File: src/rtl/decode_stage_hz_pkg.sv
// Shared decode definitions: opcodes, control-field bit positions, widths
// and the main control decode function.
package decode_pkg;

    localparam int INSTR_W  = 32;
    localparam int OPCODE_W = 6;
    localparam int FUNCT_W  = 6;
    localparam int WB_W     = 2;
    localparam int MEM_W    = 3;
    localparam int EX_W     = 4;

    typedef enum logic [OPCODE_W-1:0] {
        OP_RTYPE = 6'h00,
        OP_BEQ   = 6'h04,
        OP_ADDI  = 6'h08,
        OP_LW    = 6'h23,
        OP_SW    = 6'h2B
    } opcode_e;

    localparam int WB_REGWRITE  = 1;
    localparam int WB_MEMTOREG  = 0;
    localparam int MEM_BRANCH   = 2;
    localparam int MEM_MEMREAD  = 1;
    localparam int MEM_MEMWRITE = 0;
    localparam int EX_REGDST    = 3;
    localparam int EX_ALUSRC    = 0;

    typedef struct packed {
        logic [WB_W-1:0]  wb;
        logic [MEM_W-1:0] mem;
        logic [EX_W-1:0]  ex;
        logic             illegal;
    } ctrl_t;

    function automatic ctrl_t decode_ctrl(input logic [OPCODE_W-1:0] op);
        ctrl_t c;
        c = '0;
        case (op)
            OP_RTYPE: begin c.wb = 2'b10; c.ex = 4'b1100; end
            OP_LW:    begin c.wb = 2'b11; c.mem = 3'b010; c.ex = 4'b0001; end
            OP_SW:    begin c.mem = 3'b001; c.ex = 4'b0001; end
            OP_BEQ:   begin c.mem = 3'b100; c.ex = 4'b0010; end
            OP_ADDI:  begin c.wb = 2'b10; c.ex = 4'b0001; end
            default:  c.illegal = 1'b1;
        endcase
        return c;
    endfunction

    // Opcodes whose rt field is a source operand (not a destination).
    function automatic logic reads_rt(input logic [OPCODE_W-1:0] op);
        return (op == OP_RTYPE) || (op == OP_SW) || (op == OP_BEQ);
    endfunction

endpackage

File: src/rtl/decode_stage_hz_if.sv
// ID/EX pipeline latch bundle: decode stage drives it, execute stage reads it.
interface decode_stage_hz_if #(
    parameter int DATA_W = 32,
    parameter int REG_AW = 5
);
    import decode_pkg::*;

    logic               id_ex_valid;
    logic [WB_W-1:0]    id_ex_wb;
    logic [MEM_W-1:0]   id_ex_mem;
    logic [EX_W-1:0]    id_ex_execute;
    logic [DATA_W-1:0]  id_ex_npc;
    logic [DATA_W-1:0]  id_ex_readdat1;
    logic [DATA_W-1:0]  id_ex_readdat2;
    logic [DATA_W-1:0]  id_ex_sign_ext;
    logic [REG_AW-1:0]  id_ex_rs;
    logic [REG_AW-1:0]  id_ex_instr_bits_20_16;
    logic [REG_AW-1:0]  id_ex_instr_bits_15_11;
    logic [FUNCT_W-1:0] id_ex_instr_funct;
    logic               id_ex_illegal;

    modport master (
        output id_ex_valid, id_ex_wb, id_ex_mem, id_ex_execute, id_ex_npc,
               id_ex_readdat1, id_ex_readdat2, id_ex_sign_ext, id_ex_rs,
               id_ex_instr_bits_20_16, id_ex_instr_bits_15_11,
               id_ex_instr_funct, id_ex_illegal
    );

    modport slave (
        input id_ex_valid, id_ex_wb, id_ex_mem, id_ex_execute, id_ex_npc,
              id_ex_readdat1, id_ex_readdat2, id_ex_sign_ext, id_ex_rs,
              id_ex_instr_bits_20_16, id_ex_instr_bits_15_11,
              id_ex_instr_funct, id_ex_illegal
    );

endinterface

File: src/rtl/decode_stage_hz_regfile_bypass.sv
// Register file with hardwired r0, synchronous clear and optional
// write-before-read bypass from the WB port.
module regfile_bypass #(
    parameter int DATA_W    = 32,
    parameter int NREGS     = 32,
    parameter int WB_BYPASS = 1,
    localparam int REG_AW   = $clog2(NREGS)
) (
    input  logic              clk,
    input  logic              rst,
    input  logic              we,
    input  logic [REG_AW-1:0] waddr,
    input  logic [DATA_W-1:0] wdata,
    input  logic [REG_AW-1:0] raddr1,
    input  logic [REG_AW-1:0] raddr2,
    output logic [DATA_W-1:0] rdata1,
    output logic [DATA_W-1:0] rdata2
);

    logic [DATA_W-1:0] regs [NREGS];

    always_ff @(posedge clk) begin
        if (rst) begin
            for (int unsigned i = 0; i < NREGS; i++) regs[i] <= '0;
        end else if (we && (waddr != '0)) begin
            regs[waddr] <= wdata;
        end
    end

    always_comb begin
        rdata1 = regs[raddr1];
        rdata2 = regs[raddr2];
        if ((WB_BYPASS != 0) && we && (waddr == raddr1)) rdata1 = wdata;
        if ((WB_BYPASS != 0) && we && (waddr == raddr2)) rdata2 = wdata;
        if (raddr1 == '0) rdata1 = '0;
        if (raddr2 == '0) rdata2 = '0;
    end

endmodule

File: src/rtl/decode_stage_hz.sv
// MIPS instruction-decode stage: register file, control decode, load-use
// hazard detection and the ID/EX latch with flush/hold handling.
module decode_stage_hz
    import decode_pkg::*;
#(
    parameter int DATA_W    = 32,
    parameter int NREGS     = 32,
    parameter int WB_BYPASS = 1,
    localparam int REG_AW   = $clog2(NREGS)
) (
    input  logic               clk,
    input  logic               rst,
    input  logic [INSTR_W-1:0] if_id_instr,
    input  logic [DATA_W-1:0]  if_id_npc,
    input  logic               if_id_valid,
    input  logic               wb_reg_write,
    input  logic [REG_AW-1:0]  wb_write_reg_location,
    input  logic [DATA_W-1:0]  mem_wb_write_data,
    input  logic               ex_flush,
    input  logic               ex_hold,
    output logic               id_stall,
    decode_stage_hz_if.master  id_ex
);

    logic [OPCODE_W-1:0] opcode;
    logic [REG_AW-1:0]   rs, rt, rd;
    logic [DATA_W-1:0]   rd1, rd2, sign_ext;
    ctrl_t               ctrl;
    logic                hazard;

    assign opcode   = if_id_instr[31:26];
    assign rs       = if_id_instr[21 +: REG_AW];
    assign rt       = if_id_instr[16 +: REG_AW];
    assign rd       = if_id_instr[11 +: REG_AW];
    assign sign_ext = {{(DATA_W-16){if_id_instr[15]}}, if_id_instr[15:0]};
    assign ctrl     = decode_ctrl(opcode);

    regfile_bypass #(
        .DATA_W    (DATA_W),
        .NREGS     (NREGS),
        .WB_BYPASS (WB_BYPASS)
    ) u_regfile (
        .clk    (clk),
        .rst    (rst),
        .we     (wb_reg_write),
        .waddr  (wb_write_reg_location),
        .wdata  (mem_wb_write_data),
        .raddr1 (rs),
        .raddr2 (rt),
        .rdata1 (rd1),
        .rdata2 (rd2)
    );

    always_comb begin
        hazard = id_ex.id_ex_valid && id_ex.id_ex_mem[MEM_MEMREAD]
              && (id_ex.id_ex_instr_bits_20_16 != '0) && if_id_valid
              && ((id_ex.id_ex_instr_bits_20_16 == rs)
                  || (reads_rt(opcode) && (id_ex.id_ex_instr_bits_20_16 == rt)));
    end

    assign id_stall = (hazard | ex_hold) & ~ex_flush;

    // Reset, flush and the load-use bubble all load an all-zero latch.
    always_ff @(posedge clk) begin
        if (rst || ex_flush || (hazard && !ex_hold)) begin
            id_ex.id_ex_valid            <= 1'b0;
            id_ex.id_ex_wb               <= '0;
            id_ex.id_ex_mem              <= '0;
            id_ex.id_ex_execute          <= '0;
            id_ex.id_ex_illegal          <= 1'b0;
            id_ex.id_ex_npc              <= '0;
            id_ex.id_ex_readdat1         <= '0;
            id_ex.id_ex_readdat2         <= '0;
            id_ex.id_ex_sign_ext         <= '0;
            id_ex.id_ex_rs               <= '0;
            id_ex.id_ex_instr_bits_20_16 <= '0;
            id_ex.id_ex_instr_bits_15_11 <= '0;
            id_ex.id_ex_instr_funct      <= '0;
        end else if (!ex_hold) begin
            id_ex.id_ex_valid            <= if_id_valid;
            id_ex.id_ex_wb               <= if_id_valid ? ctrl.wb      : '0;
            id_ex.id_ex_mem              <= if_id_valid ? ctrl.mem     : '0;
            id_ex.id_ex_execute          <= if_id_valid ? ctrl.ex      : '0;
            id_ex.id_ex_illegal          <= if_id_valid ? ctrl.illegal : 1'b0;
            id_ex.id_ex_npc              <= if_id_npc;
            id_ex.id_ex_readdat1         <= rd1;
            id_ex.id_ex_readdat2         <= rd2;
            id_ex.id_ex_sign_ext         <= sign_ext;
            id_ex.id_ex_rs               <= rs;
            id_ex.id_ex_instr_bits_20_16 <= rt;
            id_ex.id_ex_instr_bits_15_11 <= rd;
            id_ex.id_ex_instr_funct      <= if_id_instr[FUNCT_W-1:0];
        end
    end

endmodule

File: src/flat_wrapper.sv
// flat-port wrapper written by rule: the top's interface ports become plain ports
module decode_stage_hz_flat import decode_pkg::*;
#(
    parameter int DATA_W    = 32,
    parameter int NREGS     = 32,
    parameter int WB_BYPASS = 1,
    localparam int REG_AW   = $clog2(NREGS)
)
  (clk, rst, if_id_instr, if_id_npc, if_id_valid, wb_reg_write, wb_write_reg_location, mem_wb_write_data, ex_flush, ex_hold, id_stall, id_ex_id_ex_valid, id_ex_id_ex_wb, id_ex_id_ex_mem, id_ex_id_ex_execute, id_ex_id_ex_npc, id_ex_id_ex_readdat1, id_ex_id_ex_readdat2, id_ex_id_ex_sign_ext, id_ex_id_ex_rs, id_ex_id_ex_instr_bits_20_16, id_ex_id_ex_instr_bits_15_11, id_ex_id_ex_instr_funct, id_ex_id_ex_illegal);
  decode_stage_hz_if #(.DATA_W(DATA_W)) id_ex_i ();
  input  logic clk;
  input  logic rst;
  input  logic [INSTR_W-1:0] if_id_instr;
  input  logic [DATA_W-1:0] if_id_npc;
  input  logic if_id_valid;
  input  logic wb_reg_write;
  input  logic [REG_AW-1:0] wb_write_reg_location;
  input  logic [DATA_W-1:0] mem_wb_write_data;
  input  logic ex_flush;
  input  logic ex_hold;
  output logic id_stall;
  output wire logic [$bits(id_ex_i.id_ex_valid)-1:0] id_ex_id_ex_valid;
  output wire logic [$bits(id_ex_i.id_ex_wb)-1:0] id_ex_id_ex_wb;
  output wire logic [$bits(id_ex_i.id_ex_mem)-1:0] id_ex_id_ex_mem;
  output wire logic [$bits(id_ex_i.id_ex_execute)-1:0] id_ex_id_ex_execute;
  output wire logic [$bits(id_ex_i.id_ex_npc)-1:0] id_ex_id_ex_npc;
  output wire logic [$bits(id_ex_i.id_ex_readdat1)-1:0] id_ex_id_ex_readdat1;
  output wire logic [$bits(id_ex_i.id_ex_readdat2)-1:0] id_ex_id_ex_readdat2;
  output wire logic [$bits(id_ex_i.id_ex_sign_ext)-1:0] id_ex_id_ex_sign_ext;
  output wire logic [$bits(id_ex_i.id_ex_rs)-1:0] id_ex_id_ex_rs;
  output wire logic [$bits(id_ex_i.id_ex_instr_bits_20_16)-1:0] id_ex_id_ex_instr_bits_20_16;
  output wire logic [$bits(id_ex_i.id_ex_instr_bits_15_11)-1:0] id_ex_id_ex_instr_bits_15_11;
  output wire logic [$bits(id_ex_i.id_ex_instr_funct)-1:0] id_ex_id_ex_instr_funct;
  output wire logic [$bits(id_ex_i.id_ex_illegal)-1:0] id_ex_id_ex_illegal;
  assign id_ex_id_ex_valid = id_ex_i.id_ex_valid;
  assign id_ex_id_ex_wb = id_ex_i.id_ex_wb;
  assign id_ex_id_ex_mem = id_ex_i.id_ex_mem;
  assign id_ex_id_ex_execute = id_ex_i.id_ex_execute;
  assign id_ex_id_ex_npc = id_ex_i.id_ex_npc;
  assign id_ex_id_ex_readdat1 = id_ex_i.id_ex_readdat1;
  assign id_ex_id_ex_readdat2 = id_ex_i.id_ex_readdat2;
  assign id_ex_id_ex_sign_ext = id_ex_i.id_ex_sign_ext;
  assign id_ex_id_ex_rs = id_ex_i.id_ex_rs;
  assign id_ex_id_ex_instr_bits_20_16 = id_ex_i.id_ex_instr_bits_20_16;
  assign id_ex_id_ex_instr_bits_15_11 = id_ex_i.id_ex_instr_bits_15_11;
  assign id_ex_id_ex_instr_funct = id_ex_i.id_ex_instr_funct;
  assign id_ex_id_ex_illegal = id_ex_i.id_ex_illegal;
  decode_stage_hz #(.DATA_W(DATA_W), .NREGS(NREGS), .WB_BYPASS(WB_BYPASS)) u_core (.clk(clk), .rst(rst), .if_id_instr(if_id_instr), .if_id_npc(if_id_npc), .if_id_valid(if_id_valid), .wb_reg_write(wb_reg_write), .wb_write_reg_location(wb_write_reg_location), .mem_wb_write_data(mem_wb_write_data), .ex_flush(ex_flush), .ex_hold(ex_hold), .id_stall(id_stall), .id_ex(id_ex_i));
endmodule
File: config.mk
export PLATFORM = sky130hd
export DESIGN_NAME = decode_stage_hz_flat
export DESIGN_NICKNAME = d
export VERILOG_FILES = /design/src/rtl/decode_stage_hz_pkg.sv /design/src/rtl/decode_stage_hz_if.sv /design/src/rtl/decode_stage_hz_regfile_bypass.sv /design/src/rtl/decode_stage_hz.sv /design/src/flat_wrapper.sv
export SDC_FILE = /design/constraint.sdc
export NUM_CORES = 2
export LEC_CHECK = 0
export ABC_AREA = 1
export BUFFER_PORTS_ARGS = -buffer_cell sky130_fd_sc_hd__buf_2
export CAP_MARGIN = 40
export CORE_MARGIN = 5
export CORE_UTILIZATION = 30
export DETAILED_ROUTE_END_ITERATION = 6
export SLEW_MARGIN = 25
export SYNTH_ARGS = -nofsm -noshare
export SYNTH_HDL_FRONTEND = slang
export SYNTH_HIERARCHICAL = 1
export SYNTH_SLANG_ARGS = --single-unit
File: constraint.sdc
create_clock -name clk -period 5.6 [get_ports clk]
set_input_delay 0.84 -clock clk [delete_from_list [all_inputs] [get_ports clk]]
set_output_delay 0.84 -clock clk [all_outputs]
set_load 0.05 [all_outputs]
Word-level counts from Yosys, hierarchy flattened --
Memory sizes are Yosys's and may differ from the RTL's. Cells that the tools add are included.
Storage, ports and cells: flip-flop bits (word level) 144, bits in writable memories 1024, input bits 107, output and inout port bits 161, word-level logic and storage cells 69, memories 1
Memory list:
- u_core.u_regfile.regs | depth 32, bits a word 32, rd ports 2, clocked after memory_dff 0, wr ports 32, RTL line decode_stage_hz_regfile_bypass.sv:20 | logic [DATA_W-1:0] regs [NREGS];
Operators by class: equality and inequality tests 8, muxes and demuxes 20, bitwise gates (word level) 3, reduce and logical (&&, ||, !) cells 24
Operators with widths (number):
- 32-bit 2-to-1 mux | 5
- 32-bit OR reduction | 1
- 5-bit == test | 4
- 6-bit == test, second input constant | 2
- 4-bit case mux with 3 select lines | 1
- 5-bit logical NOT | 2
- 5-bit nonzero test | 2
- 1-bit logical AND | 9
- 3-bit case mux with 3 select lines | 1
- 1-bit 2-to-1 mux | 8
- 6-bit by 3-bit == test with 1-bit output, second input constant | 1
- 6-bit by 4-bit == test with 1-bit output, second input constant | 1
- 6-bit logical NOT | 1
- 1-bit logical OR | 5
- 5-bit 2-to-1 mux | 1
- 5-bit OR reduction | 1
- 4-bit 2-to-1 mux | 1
- 2-bit case mux with 2 select lines | 1
- 3-bit 2-to-1 mux | 1
- 3-bit OR reduction | 1
- 2-bit 2-to-1 mux | 1
- 2-bit OR reduction | 1
- 1-bit AND | 1
- 1-bit logical NOT | 1
- other kinds (2) | 2

Depth between registers and ports, before layout --
depth after elaboration 8, depth in mapped cells 14

Cells and area by module --
Netlist, hierarchy kept.
By module, submodules not included:
- regfile_bypass | instances 1, cells each 7428, area an instance 57991.9 sq um, seq. area each 30749.5 sq um
- decode_stage_hz | instances 1, cells each 531, area an instance 5113.7 sq um, seq. area each 2602.5 sq um

Worst setup path after synthesis --
Ideal clock, no wire load.
path type input -> register, from in wb_write_reg_location[2], to mem u_core.u_regfile.regs[14][0], enable pin, library setup time 478 ps, data arrival time 2621 ps, data required time 5122 ps, setup slack 2501 ps, stages on the path 8, path buffers 2, cells stage by stage clkbuf_1 -> nor3_2 -> inv_1 -> o21ai_1 -> nor3_2 -> nand2_1 -> clkbuf_1 -> nand2_1
RTL lines:
- from (decl) | RTL line flat_wrapper.sv:17 | input logic [REG_AW-1:0] wb_write_reg_location;
- to (decl) | RTL line decode_stage_hz_regfile_bypass.sv:20

Final worst setup path --
from in if_id_instr[23], to out id_stall
On the way: cells in the longest elaborated chain, start to end 5
Ends and longest elaborated chain:
- from (decl) | RTL line flat_wrapper.sv:13 | input logic [INSTR_W-1:0] if_id_instr;
- 5-bit == test | RTL line decode_stage_hz.sv:57 | && ((id_ex.id_ex_instr_bits_20_16 == rs)
- 1-bit logical OR | RTL line decode_stage_hz.sv:58 | || (reads_rt(opcode) && (id_ex.id_ex_instr_bits_20_16 == rt)));
- 1-bit logical AND | RTL line decode_stage_hz.sv:57
- 1-bit bitwise OR | RTL line decode_stage_hz.sv:61 | assign id_stall = (hazard | ex_hold) & ~ex_flush;
- 1-bit AND | RTL line decode_stage_hz.sv:61
- to (decl) | RTL line flat_wrapper.sv:21 | output logic id_stall;
Every way passes these cells.

==> run metrics <==
Layout Area Growth over Synthesis=13.49%; hold-fix buffer count after cts=0; sequential area share after synthesis=0.5285; placed cells=10530; CTS tree=done; total number of vias=59710; CP bufs+invs=3; Worst Path Required=4760 ps; element type at the critical path end=primary output; Die Y-Extent=468.6 µm; number of synthesized flops with an enable pin=1024; Pint=15.58 mW; routed length on met2=113900 µm; max-cap viol count=0; clk sinks=1154; combinational power share=0.140; initial antenna violation count=20; Initial Util=0.3014; Min-Delay Startpoint=if_id_npc[3]; CP delay by family, top=buffers and inverters; CTS clk-pin slew, worst paths=60 ps; Fin. Hold Viols=0; Worst Setup SP=if_id_instr[23]; clock skew=31.39 ps; share of cells above drive strength 1=0.09933; Hold Path Class=in -> reg; Tot GR Track Use=0.2314; die area=219600 µm²; power per cell area=304.2 nW/µm²; synth warn=6; post-DP HPWL=154100 µm; Highest Clock Rate=257.7 MHz; router iterations before antenna repair=7; Mapped Area=63110 µm²; fin. max-slew vios=0; final period utilization=0.6929; Non-Filler Instances=10776; Sw Share=0.2849; Fin Setup TNS=0 ps; Crit Path Max Fanout=35; status=complete, but fails checks; GPL Wtd Cong=0.8998; number of global-route vias before repair=54861; DR WL/cell=24.74 µm; Synth Register Bits=1154; peak supply drop=0.2219 mV; # rows=168; Worst Tran Pin Value=980.3 ps; clock latency on the worst-skew pair=790 ps; main flop type after synthesis=edfxtp_1; core area=209400 µm²; WL final=266600 µm; Tot Pwr=21.79 mW; slowest CP cell=buf_4; Final Net Count=7970; Data arrival, critical path=3040 ps; flop-to-flop setup slack=3010 ps; Async S/R FF share, synth=0; RSZ-0062 raised after global routing=no; Mapped Cells=7959; most frequent CP cell=buf_4; antenna-violating nets left=0; Hold Crit Depth=3; failing checks=design-rule violations; M1 WL=99190 µm; CTS Buf Count=130; CTS Buffer Depth=3; r2r startpoint=u_core/id_ex.id_ex_instr_bits_20_16[2]$_SDFFE_PP0N_; Period minus WS final=3880 ps; first-pass GRT wire length=377100 µm; Reg2Reg Depth=10; critical path type=in -> out; DR vias/cell=5.541; Setup Buffers After CTS=0; endpoints failing setup=0; Clock power frac=0.399; CP max stage delay=680 ps; crit path launch type=input pin; overflow left after global routing=0; H-Tree Depth=4; Net Sw Power=6.206 mW; 1st-iter DRT viols=9414; CP Depth=9; Residual DRC=16; relative slew slack=0.3464; DIE WIDTH=468.6 µm; post-cts resize count=0; CTS root buf=clkbuf_16; largest net degree at the start of global routing=222; Leak Pwr=30.50 nW; Layout fillers=21494; Reg power frac=0.461; crit-path cells=buf_4 > buf_4 > xor2_1 > nor2_1 > nand3_1 > o21ai_1 > nand2_1 > a21oi_1 > buf_2; Cell variety after synth=30; highest metal used=met5; met3 routed WL=37350 µm; Avg Inst Size Synth=7.929 µm²; I/O Buffers=267; IO Pins=268
[through the flow]
stage	area [µm²]	worst slack [ps]	util	hold WS, ps
global route	71600	1646	0.3420	309.8
CTS	71470	1752	0.3414	260.3
finish	71620	1720	0.3421	301.9
global placement	66730	1533	0.3187	481.7
detailed placement	67240	1604	0.3212	495.7
floorplan	63220	2501	-	750.3
[layer usage]
metal  track usage  vias up
li1              -    25838
met1        0.3056    28301
met2        0.3475     4653
met3       0.05825      914
met4        0.1269        4
met5             0        -
[registers in the layout, indices dropped and copies added, names as in the netlist, 2 cells and up]
| name | cells |
|---|---|
| u_core/u_regfile/regs | 1024 |
| u_core/id_ex.id_ex_npc | 32 |
| u_core/id_ex.id_ex_readdat1 | 32 |
| u_core/id_ex.id_ex_readdat2 | 32 |
| u_core/id_ex.id_ex_sign_ext | 16 |
| u_core/id_ex.id_ex_instr_bits_20_16 | 5 |
| u_core/id_ex.id_ex_rs | 5 |
| u_core/id_ex.id_ex_execute | 3 |
| u_core/id_ex.id_ex_wb | 2 |
[worst reg2reg max path: cells and delay by family (launching register included)]
kind / cells / cell delay (ps)
AND/OR/NAND/NOR: 7 / 1170
buffers and inverters: 2 / 410
flip-flops: 1 / 500
AO/OA/AOI/OAI: 1 / 360
[area by class of cell]
class                      count  area [µm²]  share of cell area
clock buffer                 172        3616             0.05049
antenna                        8       20.02           0.0002795
inverter                     654        2484             0.03468
clock inverter                60       610.6            0.008526
tap                         2805        3510             0.04901
timing repair buffer         440        3368             0.04703
sequential                  1154       33350              0.4657
multi-input combinational   5483       24660              0.3443
[path summary, 6_finish.rpt]
check,endpoint
max,id_stall
max reg2reg,u_core/id_ex.id_ex_readdat1[22]$_SDFFE_PP0N_
min,u_core/id_ex.id_ex_npc[3]$_SDFFE_PP0N_
min reg2reg,u_core/id_ex.id_ex_npc[25]$_SDFFE_PP0N_
[power groups by stage]
stage | combinational (mW) | sequential (mW) | clock (mW)
after global placement | 2.86 | 10.2 | 0
after CTS | 2.95 | 10.0 | 8.77
after global routing | 3.23 | 10.1 | 9.13
after detailed placement | 2.94 | 10.2 | 0
final | 3.04 | 10.1 | 8.69
after floorplan | 1.72 | 10.3 | 0
[Yosys cell counts (2+ instances only)]
cell type	count	area, µm²
a21oi_1	272	1361
buf_1	49	183.9
buf_2	126	630.6
buf_4	30	225.2
buf_6	11	123.9
clkbuf_1	483	1813
clkinv_1	3	11.26
dfxtp_1	130	2603
edfxtp_1	1024	30750
inv_1	641	2406
inv_2	10	37.54
mux2i_1	116	1161
nand2_1	1830	6869
nand3_1	1074	5375
nand4_1	3	18.77
nor2_1	1485	5574
nor3_1	11	55.05
nor3_2	2	20.02
o211ai_1	192	1441
o21ai_0	393	1967
o21ai_1	2	10.01
o22ai_1	5	31.28
or2_2	55	344.1
xnor2_1	2	17.52
xor2_1	5	43.79
[cell families after synthesis]
logic type      share of synthesized area
other cells                    0.00005942
flops                              0.5285
compound gates                    0.07659
simple gates                       0.2894
xor+xnor                        0.0009715
buf+inv                           0.08607
mux                               0.01840
[cell usage in the layout (no fill, tap or decap), types with 3 or more instances in the layout]
cell	n
nand2_1	1768
nor2_1	1481
nand3_1	1072
edfxtp_1	1024
inv_1	620
o21ai_0	393
a21oi_1	272
buf_2	258
o211ai_1	192
clkbuf_16	136
dfxtp_1	130
buf_4	128
mux2i_1	116
nand2_2	61
or2_2	55
conb_1	32
inv_2	28
clkbuf_1	27
buf_12	26
clkinv_2	24
buf_16	15
clkinv_1	14
nor3_1	11
bufinv_16	9
buf_8	9
diode_2	8
clkbuf_8	8
clkinv_8	7
xor2_1	5
o22ai_1	5
inv_6	3
buf_6	3
nand4_1	3
inv_8	3
Note: power is estimated with default switching activity, not from simulation.
